--- src/rtl/parametric_tensor_core.sv ---
// Parametrised DIMxDIM tensor core: one result element per clock, row-major,
// over operands snapshotted at the accept edge, with optional saturation.
module parametric_tensor_core #(
   parameter int DATA_WIDTH = 8,
   parameter int DIM        = 3,
   parameter bit SATURATE   = 1'b1
) (
   input  logic                         clock_in,
   input  logic                         reset_n_in,
   input  logic                         start_in,
   input  logic [2:0]                   operation_select_in,
   input  logic signed [DATA_WIDTH-1:0] tensor_core_input1 [DIM][DIM],
   input  logic signed [DATA_WIDTH-1:0] tensor_core_input2 [DIM][DIM],
   output logic signed [DATA_WIDTH-1:0] tensor_core_output [DIM][DIM],
   output logic                         busy_out,
   output logic                         done_out,
   output logic                         error_out
);

   localparam int PW = 2 * DATA_WIDTH;
   localparam int SW = PW + $clog2(DIM);
   localparam int MW = SW + 1;
   localparam int RW = $clog2(DIM);

   localparam logic signed [MW-1:0] MAX_V = {{(MW-DATA_WIDTH+1){1'b0}}, {(DATA_WIDTH-1){1'b1}}};
   localparam logic signed [MW-1:0] MIN_V = {{(MW-DATA_WIDTH+1){1'b1}}, {(DATA_WIDTH-1){1'b0}}};

   typedef enum logic {
      S_IDLE,
      S_COMPUTE
   } state_t;

   typedef enum logic [2:0] {
      OP_MUL  = 3'b000,
      OP_ADD  = 3'b001,
      OP_RELU = 3'b010,
      OP_SUB  = 3'b011,
      OP_MAC  = 3'b100
   } op_t;

   state_t state_q, state_d;

   logic [RW-1:0]                 row_q, col_q;
   logic [2:0]                    op_q;
   logic signed [DATA_WIDTH-1:0]  a_q   [DIM][DIM];
   logic signed [DATA_WIDTH-1:0]  b_q   [DIM][DIM];
   logic signed [DATA_WIDTH-1:0]  out_q [DIM][DIM];
   logic                          done_q, err_q;

   logic                          last_elem;
   logic                          op_valid;
   logic signed [PW-1:0]          prod;
   logic signed [MW-1:0]          acc, res, a_ext, b_ext, o_ext;
   logic signed [DATA_WIDTH-1:0]  elem;

   assign last_elem = (row_q == RW'(DIM-1)) && (col_q == RW'(DIM-1));
   assign op_valid  = (op_q <= 3'd4);

   always_ff @(posedge clock_in or negedge reset_n_in) begin
      if (!reset_n_in) state_q <= S_IDLE;
      else             state_q <= state_d;
   end

   always_comb begin
      state_d  = state_q;
      busy_out = 1'b0;
      case (state_q)
         S_IDLE:    if (start_in) state_d = S_COMPUTE;
         S_COMPUTE: begin
            busy_out = 1'b1;
            if (last_elem) state_d = S_IDLE;
         end
         default:   state_d = S_IDLE;
      endcase
   end

   // Full-precision element result; mul sum is wide enough that it cannot overflow.
   always_comb begin
      prod  = '0;
      acc   = '0;
      a_ext = {{(MW-DATA_WIDTH){a_q[row_q][col_q][DATA_WIDTH-1]}}, a_q[row_q][col_q]};
      b_ext = {{(MW-DATA_WIDTH){b_q[row_q][col_q][DATA_WIDTH-1]}}, b_q[row_q][col_q]};
      o_ext = {{(MW-DATA_WIDTH){out_q[row_q][col_q][DATA_WIDTH-1]}}, out_q[row_q][col_q]};
      for (int unsigned k = 0; k < DIM; k++) begin
         prod = a_q[row_q][k] * b_q[k][col_q];
         acc  = acc + {{(MW-PW){prod[PW-1]}}, prod};
      end
      case (op_q)
         OP_MUL:  res = acc;
         OP_ADD:  res = a_ext + b_ext;
         OP_RELU: res = a_ext[MW-1] ? '0 : a_ext;
         OP_SUB:  res = a_ext - b_ext;
         OP_MAC:  res = acc + o_ext;
         default: res = '0;
      endcase
      if (SATURATE) begin
         if (res > MAX_V)      elem = MAX_V[DATA_WIDTH-1:0];
         else if (res < MIN_V) elem = MIN_V[DATA_WIDTH-1:0];
         else                  elem = res[DATA_WIDTH-1:0];
      end else begin
         elem = res[DATA_WIDTH-1:0];
      end
   end

   always_ff @(posedge clock_in or negedge reset_n_in) begin
      if (!reset_n_in) begin
         for (int unsigned i = 0; i < DIM; i++) begin
            for (int unsigned j = 0; j < DIM; j++) begin
               a_q[i][j]   <= '0;
               b_q[i][j]   <= '0;
               out_q[i][j] <= '0;
            end
         end
         row_q  <= '0;
         col_q  <= '0;
         op_q   <= '0;
         done_q <= 1'b0;
         err_q  <= 1'b0;
      end else begin
         done_q <= 1'b0;
         case (state_q)
            S_IDLE: begin
               if (start_in) begin
                  op_q  <= operation_select_in;
                  a_q   <= tensor_core_input1;
                  b_q   <= tensor_core_input2;
                  row_q <= '0;
                  col_q <= '0;
                  err_q <= (operation_select_in > 3'd4);
               end
            end
            S_COMPUTE: begin
               if (op_valid) out_q[row_q][col_q] <= elem;
               if (col_q == RW'(DIM-1)) begin
                  col_q <= '0;
                  row_q <= row_q + 1'b1;
               end else begin
                  col_q <= col_q + 1'b1;
               end
               if (last_elem) done_q <= 1'b1;
            end
            default: ;
         endcase
      end
   end

   assign tensor_core_output = out_q;
   assign done_out           = done_q;
   assign error_out          = err_q;

endmodule

--- config.mk ---
export PLATFORM = sky130hd
export DESIGN_NAME = parametric_tensor_core
export DESIGN_NICKNAME = d
export VERILOG_FILES = /design/src/rtl/parametric_tensor_core.sv
export SDC_FILE = /design/constraint.sdc
export NUM_CORES = 1
export LEC_CHECK = 0
export ABC_AREA = 1
export BUFFER_PORTS_ARGS = -buffer_cell sky130_fd_sc_hd__clkbuf_2
export CORE_MARGIN = 1.5
export CORE_UTILIZATION = 45
export CTS_CLUSTER_SIZE = 28
export DETAILED_ROUTE_END_ITERATION = 6
export PLACE_DENSITY_LB_ADDON = 0.08
export RECOVER_POWER = 100
export SYNTH_ARGS = -nofsm -noshare
export SYNTH_HDL_FRONTEND = slang
export SYNTH_SLANG_ARGS = --single-unit
--- constraint.sdc ---
create_clock -name clock_in -period 18 [get_ports clock_in]
set_clock_uncertainty 0.1 [all_clocks]
set_input_delay 3.6 -clock clock_in [delete_from_list [all_inputs] [get_ports clock_in]]
set_output_delay 3.6 -clock clock_in [all_outputs]
set_load 0.05 [all_outputs]
==> flow_metrics.tcl <==
set metrics [dict create \
    grt_pass1_wl_mm 107.6 \
    synth_area_leader_cell "dfrtp_1" \
    fin_crit_ns 12.43 \
    holdCritPathClass "reg -> reg" \
    yosysSeqAreaShare 0.2599 \
    yosys_warnings 0 \
    final_core_util 0.5054 \
    outcome "complete, but fails checks" \
    coreArea_um2 47750 \
    worstPathRequired_ns 18.36 \
    worstReg2RegStart "col_q[1]$_DFFE_PN0P_" \
    rsz0062_at_grt "false" \
    gp_congestion 0.9754 \
    postCtsSetupBuffers 0 \
    h-tree-depth 1 \
    io_pins 225 \
    slowest_delay_ns 1.52 \
    die-area_um2 49680 \
    worst_r2r_endpoint "tensor_core_output[70]$_DFFE_PN0P_" \
    final_antenna_net_count 0 \
    maxSlewViolCount 502 \
    place_ws_ns 7.476 \
    reg2reg_slack_ns 5.57 \
    drive_above_1_share 0.08697 \
    synthTopCellsByArea "dfrtp_1 26%, fa_1 22%, nand2_1 21%" \
    whs_path_depth 2 \
    syn_to_final_growth_pct 10.90 \
    whs_ns 0.3705 \
    finalHoldViolCount 0 \
    ys_ff_latch 226 \
    syn-num-nets 3401 \
    grt_pass1_vias 19960 \
    chipHeight_um 222.9 \
    clk_pin_slew_ns 0.06 \
    cts_tree "done" \
    violations "max-capacitance violations, max-slew violations" \
    ys.flop_type "dfrtp_1" \
    route.detailed.drc 0 \
    port_buffers 224 \
    path_class "reg -> reg" \
    crit_top_cell "nand2_1" \
    worst_pin_slew_ns 4.341 \
    antenna_found_initial 2 \
    async_flop_share 1.000 \
    clk_latency_ns 0.53 \
    wl_mm 67.54 \
    grt-ovfl-total 0 \
    setup_ws_ns 5.567 \
    critPathArrivalTime_ns 12.79 \
    end_kind "flip-flop" \
    clockBufferDepth 3 \
    wl_per_cell_um 18.09 \
    yosysTopAreaCellShare 0.2599 \
    startpoint_type "flip-flop" \
    grt_max_degree 100 \
    syn_avg_cell_area_um2 7.495 \
    fin_crit_sh 0.6907 \
    cts_resized 0 \
    synth_commonest_cells "1196 x nand2_1, 539 x inv_1, 237 x fa_1" \
    numClockSinks 226 \
    min-delay-start "b_q[32]$_DFFE_PN0P_" \
    holdBufCountCts 0 \
    fmax_ghz 0.08043 \
    root_buffer "clkbuf_16" \
    fp-row-count 80 \
    critPathSlowestCell "clkbuf_1" \
    synth_most_common_cell "nand2_1" \
    timing.slew.headroom -1.894 \
    maxCapViolations 7 \
    worst_r2r_path_depth 40 \
    worstPathMaxFanout 38 \
    fin_setup_tns_ns 0 \
    layout.nets 3596 \
    die_w_um 222.9 \
    via_per_inst 5.108 \
    setup_viol_count_final 0 \
    dr.pass1.iters 5 \
    synth_cell_types 55 \
    synthesis.area_um2 21760 \
    synth_edf_count 0 \
    numCtsBuffers 24 \
    drt_iter0_drc 1258 \
    hold_end "b_q[32]$_DFFE_PN0P_" \
    initial_core_util 0.4557 \
    syn-instance-count 2903 \
    hpwl_mm 53.81 \
    vias 19069 \
    grtUsageTotal 0.2783 \
]
==> registers in the layout, indices dropped and copies added, names as in the netlist <==
signal,flops
op_q,3
tensor_core_output,72
a_q,72
row_q,2
state_q,1
error_out,1
col_q,2
b_q,72
done_out,1
==> cells by family (layout without fill, tap and decap cells) <==
group | after synthesis | after routing | share of synthesized area
AOI/OAI and AO/OA | 191 | 191 | 0.05526
DFF | 226 | 226 | 0.2599
adders and majority gates | 348 | 348 | 0.2819
xor gates and xnor gates | 10 | 10 | 0.004026
other | 0 | 2 | 0
and+or+nand+nor | 1504 | 1504 | 0.2890
buffers and inverters | 624 | 837 | 0.1099
==> cell type report <==
| cell class | count | area, um2 |
|---|---|---|
| antenna | 2 | 5.005 |
| clock buffer | 30 | 664.4 |
| clock inverter | 14 | 185.2 |
| fill | 4900 | 23620 |
| inverter | 555 | 2088 |
| multi-input combinational | 2053 | 13650 |
| sequential | 226 | 5655 |
| tap | 615 | 769.5 |
| timing repair buffer | 238 | 1111 |
==> worst max-delay path, delay by kind of cell (launching register included) <==
kind	cells	cell delay [ns]
buffers and inverters	10	2.51
AOI/OAI and AO/OA	2	1.28
adders and majority gates	9	4.29
and+or+nand+nor	19	3.69
DFF	1	0.45
==> cells in the final DEF (no fill, tap or decap), types with 11 or more instances in the layout <==
cell type and count:
a21oi_1 54, a221oi_1 11, a22oi_1 23, clkbuf_1 85, clkbuf_16 25, clkbuf_2 147, dfrtp_1 226, fa_1 237
ha_1 111, inv_1 538, nand2_1 1205, nand3_1 112, nand4_1 15, nor2_1 93, nor3_2 11, o21ai_0 54
==> worst max path at each step <==
stage,start,to,slack [ns],cells after the start
after floorplan,col_q[1]$_DFFE_PN0P_,tensor_core_output[10]$_DFFE_PN0P_,9.71,42
after global placement,row_q[0]$_DFFE_PN0P_,tensor_core_output[12]$_DFFE_PN0P_,7.55,36
after detailed placement,row_q[0]$_DFFE_PN0P_,tensor_core_output[70]$_DFFE_PN0P_,7.48,36
after CTS,row_q[0]$_DFFE_PN0P_,tensor_core_output[13]$_DFFE_PN0P_,7.44,36
after global routing,col_q[1]$_DFFE_PN0P_,tensor_core_output[5]$_DFFE_PN0P_,4.76,40
final,col_q[1]$_DFFE_PN0P_,tensor_core_output[70]$_DFFE_PN0P_,5.57,40
==> metrics by stage <==
stage	area [um2]	cells
finish	24130	3733
global route	24130	3733
floorplan	21760	2903
global placement	23490	3687
detailed placement	23490	3687
CTS	24340	3731
==> per-layer routing <==
metal  routed length (um)  share of wire  GRT usage  vias up
met5                    0              0          0        -
met4                 2958          0.044     0.1119        0
met3                 3351          0.050    0.04122      134
met2                32880           0.49     0.4810      505
met1                28350           0.42     0.3502     9311
li1                     -              -          -     9119
Power is not shown: default switching activity piles up to over one toggle a cycle in this logic, so the estimate is an artifact.
